$ cat src/rtl/controlador_luz_multicanal.sv
// N-channel lighting controller: one auto/manual FSM per channel with internal
// button edge detection and a built-in presence timeout.
module controlador_luz_multicanal #(
    parameter int N_CANAIS  = 4,
    parameter int T_DESLIGA = 100
) (
    input  logic                          clk,
    input  logic                          rst,
    input  logic [N_CANAIS-1:0]           modo,
    input  logic [N_CANAIS-1:0]           botao,
    input  logic [N_CANAIS-1:0]           presenca,
    input  logic                          desliga_tudo,
    output logic [N_CANAIS-1:0]           led,
    output logic [N_CANAIS-1:0]           saida,
    output logic [N_CANAIS-1:0]           contando,
    output logic [$clog2(N_CANAIS+1)-1:0] n_acesos
);
    localparam int CW = $clog2(T_DESLIGA);
    localparam int NW = $clog2(N_CANAIS + 1);

    typedef enum logic [1:0] {
        AUTO_OFF = 2'b00,
        AUTO_ON  = 2'b01,
        MAN_OFF  = 2'b10,
        MAN_ON   = 2'b11
    } state_t;

    logic [N_CANAIS-1:0] modo_prev_reg;
    logic [N_CANAIS-1:0] botao_prev_reg;
    logic [N_CANAIS-1:0] rise_modo;
    logic [N_CANAIS-1:0] rise_botao;

    // Loaded during reset too, so a button held through reset yields no edge.
    always_ff @(posedge clk) begin
        modo_prev_reg  <= modo;
        botao_prev_reg <= botao;
    end

    assign rise_modo  = modo  & ~modo_prev_reg;
    assign rise_botao = botao & ~botao_prev_reg;

    generate
        for (genvar gi = 0; gi < N_CANAIS; gi++) begin : g_canal
            state_t          state_reg, state_next;
            logic [CW-1:0]   cnt_reg, cnt_next;

            always_ff @(posedge clk) begin
                if (rst) begin
                    state_reg <= AUTO_OFF;
                    cnt_reg   <= '0;
                end else begin
                    state_reg <= state_next;
                    cnt_reg   <= cnt_next;
                end
            end

            // The counter only runs in AUTO_ON; every other path leaves it at 0.
            always_comb begin
                state_next = state_reg;
                cnt_next   = '0;
                if (desliga_tudo) begin
                    state_next = MAN_OFF;
                end else if (rise_modo[gi]) begin
                    if (state_reg == AUTO_OFF || state_reg == AUTO_ON)
                        state_next = MAN_OFF;
                    else
                        state_next = AUTO_ON;
                end else begin
                    case (state_reg)
                        AUTO_OFF: begin
                            if (presenca[gi])
                                state_next = AUTO_ON;
                        end
                        AUTO_ON: begin
                            if (!presenca[gi]) begin
                                if (cnt_reg == CW'(T_DESLIGA - 1))
                                    state_next = AUTO_OFF;
                                else
                                    cnt_next = cnt_reg + CW'(1);
                            end
                        end
                        MAN_OFF: begin
                            if (rise_botao[gi])
                                state_next = MAN_ON;
                        end
                        MAN_ON: begin
                            if (rise_botao[gi])
                                state_next = MAN_OFF;
                        end
                        default: state_next = AUTO_OFF;
                    endcase
                end
            end

            assign led[gi]      = (state_reg == MAN_OFF) || (state_reg == MAN_ON);
            assign saida[gi]    = (state_reg == AUTO_ON) || (state_reg == MAN_ON);
            assign contando[gi] = (state_reg == AUTO_ON);
        end
    endgenerate

    always_comb begin
        n_acesos = '0;
        for (int i = 0; i < N_CANAIS; i++)
            n_acesos = n_acesos + NW'(saida[i]);
    end
endmodule
$ cat config.mk
export PLATFORM = sky130hd
export DESIGN_NAME = controlador_luz_multicanal
export DESIGN_NICKNAME = d
export VERILOG_FILES = /design/src/rtl/controlador_luz_multicanal.sv
export SDC_FILE = /design/constraint.sdc
export NUM_CORES = 1
export LEC_CHECK = 0
export CAP_MARGIN = 20
export CORE_UTILIZATION = 52
export DETAILED_ROUTE_END_ITERATION = 16
export PLACE_DENSITY_LB_ADDON = 0.1
export SKIP_CTS_REPAIR_TIMING = 1
export SYNTH_ARGS = -nofsm -noshare
export SYNTH_HDL_FRONTEND = slang
export SYNTH_SLANG_ARGS = --single-unit
export TNS_END_PERCENT = 100
$ cat constraint.sdc
create_clock -name clk -period 2.17 [get_ports clk]
set_input_delay 0.3255 -clock clk [delete_from_list [all_inputs] [get_ports clk]]
set_output_delay 0.3255 -clock clk [all_outputs]
set_load 0.02 [all_outputs]
==> results.py, run 1 <==
metrics = {
    "global_routing": {
        "grt_overflow": 0,
        "grt_pass1_vias": 1230,
        "grt_max_degree": 13,
        "grtUsageTotal": 0.191,
        "grt_pass1_wl_um": 5080,
        "antenna_found_initial": 0,
    },
    "timing": {
        "worstMarginPinSlew_ns": 0.307,
        "fmax_mhz": 464,
        "fin_crit_ns": 2.15,
        "timing.final.hold_violations": 0,
        "rsz0062_at_grt": "yes",
        "fin_worst_skew_ns": 0.0131,
        "drv_slew": 0,
        "post-route-period-util": 0.992,
        "whs_ns": 0.435,
        "slew_headroom": 0.794,
        "setup_ws_ns": 0.0167,
        "finalSetupViolCount": 0,
    },
    "synthesis": {
        "synth_nets": 215,
        "synth_seq_cells": 44,
        "yosys-top-cells-area": "dfxtp_1 (49%), xnor2_1 (9.7%), nor2_1 (9.2%), ha_1 (4.2%), xor2_1 (3.9%)",
        "yosysSeqAreaShare": 0.488,
        "syn_inst": 193,
        "synth_top_area_cell": "dfxtp_1",
        "synthFlopType": "dfxtp_1",
        "async_flop_share": 0,
        "synth_area_per_cell_um2": 9.35,
        "ys.warnings.count": 0,
        "synth-edff-count": 0,
        "synth_top_area_frac": 0.488,
        "syn_area_um2": 1800,
        "synth_cell_types": 28,
    },
    "worst_setup_path": {
        "critPathMaxFanout": 2,
        "worstSetupPathType": "register to primary output",
        "crit_path_end_kind": "primary output",
        "path_common_cell": "ha_1",
        "crit_buf_inv": 1,
        "r2r_cells": 4,
        "max_stage_delay_ns": 0.49,
        "setup.worst_path.start_class": "register",
        "critical-path-slowest-cell": "fa_1",
        "reg2reg_to": "g_canal[2].cnt_reg[4]",
        "crit_family": "adder cells",
        "worst_ep_required_time_ns": 1.84,
        "rr_startpoint": "g_canal[2].cnt_reg[2]",
        "path_cells": "fa_1 -> ha_1 -> ha_1 -> buf_2",
        "cp_data_arrival_time_ns": 1.83,
        "regToRegSetupSlack_ns": 0.60,
    },
    "floorplanning": {
        "die-area_um2": 3710,
        "die_h_um": 60.9,
        "core-area_um2": 3340,
        "die_width_um": 60.9,
        "initial_utilization": 0.541,
        "pin_count": 30,
        "rows": 21,
    },
    "power": {
        "leakagePower_uw": 0.000802,
        "max-vdd-ir-drop_mv": 0.513,
        "powerDensity_nw_per_um2": 650,
    },
    "finish": {
        "antenna_cells": 0,
        "fillCellCount": 295,
        "layout_common_cells": "nor2_1 (44), dfxtp_1 (43), clkdlybuf4s50_1 (26)",
        "final_area_um2": 2200,
        "mostFrequentLayoutCell": "nor2_1",
        "area_delta_synth_final_pct": 21.7,
        "largest_reg_flops": 28,
        "fin_cells": 271,
        "drive_gt1_frac": 0.0889,
        "nets": 246,
    },
    "route": {
        "first_pass_iters": 4,
        "drc": 0,
        "wl_per_cell_um": 11.5,
        "antenna_left": 0,
        "vias": 1322,
        "routed_via_density": 4.88,
        "wl_um": 3120,
        "drt_iter0_drc": 75,
    },
    "cts": {
        "cts_made_buffers": 5,
        "clock_tree.root_cell": "clkbuf_4",
        "htree_levels": 2,
        "cts.clk_slew.worst_paths_ns": 0.12,
        "clock_path_buffers": 2,
        "worstSkewPairLatency_ns": 0.35,
        "clock_sinks": 44,
        "cts_tree": "done",
    },
    "worst_hold_path": {
        "hold_path_depth": 1,
        "hp-class": "input port to register",
        "hold_start": "botao[0]",
        "hold_end": "botao_prev_reg[0]",
    },
    "placement": {
        "port_buffers": 29,
        "post-place-ws_ns": -0.0415,
        "gp_congestion": 0.763,
        "place_inst": 263,
        "dpl.hpwl_um": 2410,
        "postPlaceCellArea_um2": 2140,
    },
    "run": {
        "maxCapViolCount": 0,
    },
    "status": {
        "status": "finished, final reports clean",
    },
}
-- logic make-up after synthesis --
logic type | Yosys count | synth area share
adders and majority gates | 7 | 0.0527
AOI/OAI and AO/OA | 16 | 0.0624
xor gates and xnor gates | 28 | 0.136
buffers and inverters | 14 | 0.0340
DFF | 44 | 0.488
and+or+nand+nor | 84 | 0.227
-- area by class of cell --
class	instances	area (µm²)	share of cell area
well taps	46	57.6	0.0262
inverters	4	15.0	0.00684
repair buffers	34	320	0.146
clock buffers	8	58.8	0.0268
multi-input cells	135	862	0.393
flip-flops and latches	44	882	0.402
-- worst max-delay path by stage --
stage	startpoint	endpoint	slack, ns	cells after the start
after global placement	g_canal[0].state_reg[0]	n_acesos[1]	-0.02	4
final	g_canal[0].state_reg[0]	n_acesos[1]	0.02	4
after CTS	g_canal[0].state_reg[0]	n_acesos[1]	-0.45	4
after global routing	g_canal[0].state_reg[0]	n_acesos[1]	-0.05	4
after detailed placement	g_canal[0].state_reg[0]	n_acesos[1]	-0.04	4
after floorplan	g_canal[1].state_reg[0]	n_acesos[1]	0.19	4
-- power breakdown --
part	internal (µW)	leakage, µW	switching (µW)	total (µW)
Combinational	96.4	0.000410	77.8	174
Clock	160	0.0000326	249	409
Sequential	828	0.000360	16.6	844
Total	1080	0.000802	343	1430
-- metrics by stage --
stage / power (µW) / TNS, ns / util
2_1_floorplan: 955 / 0 / -
3_3_place_gp: 1040 / -0.0199 / 0.642
3_5_place_dp: 1040 / -0.0415 / 0.642
4_1_cts: 1450 / -1.04 / 0.660
5_1_grt: 1490 / -0.0527 / 0.658
6_report: 1430 / 0 / 0.658
-- cells in the mapped netlist (4+ instances only) --
cell type  instances
a21oi_1            4
clkbuf_1           8
dfxtp_1           44
ha_1               6
inv_1              4
nand2_1            6
nand2b_1           4
nand3_1           10
nor2_1            44
nor2b_1            7
xnor2_1           20
xor2_1             8
-- layer usage --
metal  GRT usage  vias up  part of all wire  routed length, µm
met3      0.0725        7             0.051                160
met4      0.0779        0             0.017                 53
met5           0        -                 0                  0
met2       0.325       26              0.47               1470
met1       0.217      600              0.46               1430
li1            -      689                 -                  -
Note: power is estimated with default switching activity, not from simulation.
==> run 2, diff against run 1 <==
--- a/config.mk
+++ b/config.mk
@@ -6,10 +6,12 @@
 export NUM_CORES = 1
 export LEC_CHECK = 0
 export CAP_MARGIN = 20
+export CORE_ASPECT_RATIO = 1.25
 export CORE_UTILIZATION = 52
 export DETAILED_ROUTE_END_ITERATION = 16
 export PLACE_DENSITY_LB_ADDON = 0.1
 export SKIP_CTS_REPAIR_TIMING = 1
+export SLEW_MARGIN = 25
 export SYNTH_ARGS = -nofsm -noshare
 export SYNTH_HDL_FRONTEND = slang
 export SYNTH_SLANG_ARGS = --single-unit
==> run 2 against run 1 <==
  * Sequential cell count is the same
  * Clock-buffer cell count decreased by 3
  * Worst hold slack gained 0.0093 ns
  * Register-to-register slack barely moved
  * Design area increased by 2.3%
  * Cell count shrank 4.4%
  * Wire length rose by 4.6%
  * Worst setup slack better by 0.092 ns
  * Die area about the same
  * Critical path depth is the same
  * Largest power group unchanged
==> results.py, run 2 (synthesis results as in run 1) <==
metrics = {
    "status": {
        "status": "finished, final reports clean",
    },
    "placement": {
        "gp_congestion": 0.791,
        "port_buffers": 29,
        "dpl.hpwl_um": 2480,
        "post-place-ws_ns": -0.0293,
    },
    "power": {
        "pwr-share-seq": 0.488,
        "p_clk_frac": 0.413,
        "p_int_uw": 1370,
        "power_frac_comb": 0.099,
        "leakagePower_uw": 0.000841,
        "powerDensity_nw_per_um2": 771,
        "power.total_uw": 1730,
        "p_sw_frac": 0.206,
        "max-vdd-ir-drop_mv": 0.691,
        "power_switching_uw": 357,
    },
    "worst_setup_path": {
        "worst_ep_required_time_ns": 1.84,
        "crit_path_end_kind": "primary output",
        "critical-path-slowest-cell": "fa_1",
        "cp_data_arrival_time_ns": 1.74,
        "critical_path_depth": 4,
        "crit_buf_inv": 1,
        "worstSetupPathType": "register to primary output",
        "crit_family": "adder cells",
        "r2r_cells": 4,
        "critPathMaxFanout": 2,
        "path_common_cell": "ha_1",
        "setup.worst_path.start_class": "register",
        "path_cells": "fa_1 -> ha_1 -> ha_1 -> clkbuf_2",
        "max_stage_delay_ns": 0.49,
    },
    "cts": {
        "cts_tree": "done",
        "cts_made_buffers": 5,
        "htree_levels": 2,
        "clock_sinks": 44,
        "clock_tree.root_cell": "clkbuf_8",
        "cts.clk_slew.worst_paths_ns": 0.07,
        "clock_path_buffers": 2,
        "worstSkewPairLatency_ns": 0.29,
    },
    "route": {
        "wl_um": 3260,
        "drc": 0,
        "first_pass_iters": 4,
        "antenna_left": 0,
        "wl_per_cell_um": 12.6,
        "routed_via_density": 5.17,
        "vias": 1338,
        "drt_iter0_drc": 32,
    },
    "finish": {
        "drive_gt1_frac": 0.0766,
        "area_delta_synth_final_pct": 24.5,
        "nets": 244,
        "fillCellCount": 278,
        "largest_reg_flops": 28,
        "multi_input_area_um2": 862,
        "post-route-util": 0.691,
        "register_area_um2": 881,
        "layout_common_cells": "nor2_1 (44), dfxtp_1 (44), clkdlybuf4s50_1 (26)",
        "antenna_cells": 0,
    },
    "worst_hold_path": {
        "hold_path_depth": 1,
        "hp-class": "register to register",
    },
    "timing": {
        "finalSetupViolCount": 0,
        "fin_crit_ns": 2.06,
        "drv_slew": 0,
        "fin_worst_skew_ns": 0.00972,
        "timing.final.hold_violations": 0,
        "whs_ns": 0.444,
        "worstMarginPinSlew_ns": 0.311,
        "rsz0062_at_grt": "no",
        "fmax_mhz": 485,
        "slew_headroom": 0.791,
        "post-route-period-util": 0.950,
        "setup_ws_ns": 0.108,
    },
    "global_routing": {
        "grt_pass1_vias": 1284,
        "grt_max_degree": 14,
        "grtUsageTotal": 0.203,
        "antenna_found_initial": 0,
        "gr-max-usage-layer": "met2",
        "gr-usage-met1": 0.224,
        "grt_util_met3": 0.0644,
        "grt_pass1_wl_um": 5320,
        "grt_use_met2": 0.346,
        "grt_overflow": 0,
    },
    "floorplanning": {
        "die_width_um": 54.7,
        "die-area_um2": 3710,
        "rows": 23,
        "initial_utilization": 0.555,
        "die_h_um": 67.9,
        "pin_count": 30,
        "core-area_um2": 3250,
    },
    "run": {
        "maxCapViolCount": 0,
    },
}
run 2: changes by cell type in the layout (fill, tap and decap cells not counted), sizes merged:
| cell | before | now |
|---|---|---|
| clkbuf | 9 | 6 |
| buf | 6 | 3 |
| bufinv | 0 | 2 |
| dlymetal6s2s | 1 | 2 |
run 2: layout make-up:
cell class	instances	share of cell area
sequential	44	0.392
timing repair buffer	32	0.139
clock buffer	5	0.0306
inverter	4	0.00669
multi-input combinational	135	0.384
tap	37	0.0206
clock inverter	2	0.0267
run 2: worst reg2reg max path, cell delays in order, from the launching register on:
cell and delay (ns):
dfxtp_1 0.35, or4b_1 0.53, o21ai_0 0.21, nand4b_1 0.29, nor2_1 0.09
run 2: final timing paths:
kind	from	endpoint	slack [ns]
worst max-delay path	g_canal[0].state_reg[0]	n_acesos[1]	0.11
worst min-delay path	g_canal[2].cnt_reg[0]	g_canal[2].cnt_reg[0]	0.44
worst max register to register	g_canal[2].cnt_reg[2]	g_canal[2].cnt_reg[6]	0.60
worst min register to register	g_canal[2].cnt_reg[0]	g_canal[2].cnt_reg[0]	0.44
run 2: metrics by stage:
step	setup TNS, ns	area, µm²	std cells
after floorplan	0	1800	193
after global placement	-0.00409	2120	252
after detailed placement	-0.0293	2120	252
after CTS	-0.760	2250	259
after global routing	0	2250	259
final	0	2250	259
run 2: power by group through the flow:
stage	clock network, µW	registers [µW]	logic (µW)
final	715	844	172
after global routing	767	847	186
after CTS	736	844	177
after detailed placement	0	863	176
after global placement	0	862	171
after floorplan	0	858	97.2
run 2: metal layers:
metal	vias to the layer above	routed length, µm
li1	684	-
met1	619	1410
met2	30	1640
met3	5	154
met4	0	52
met5	-	0
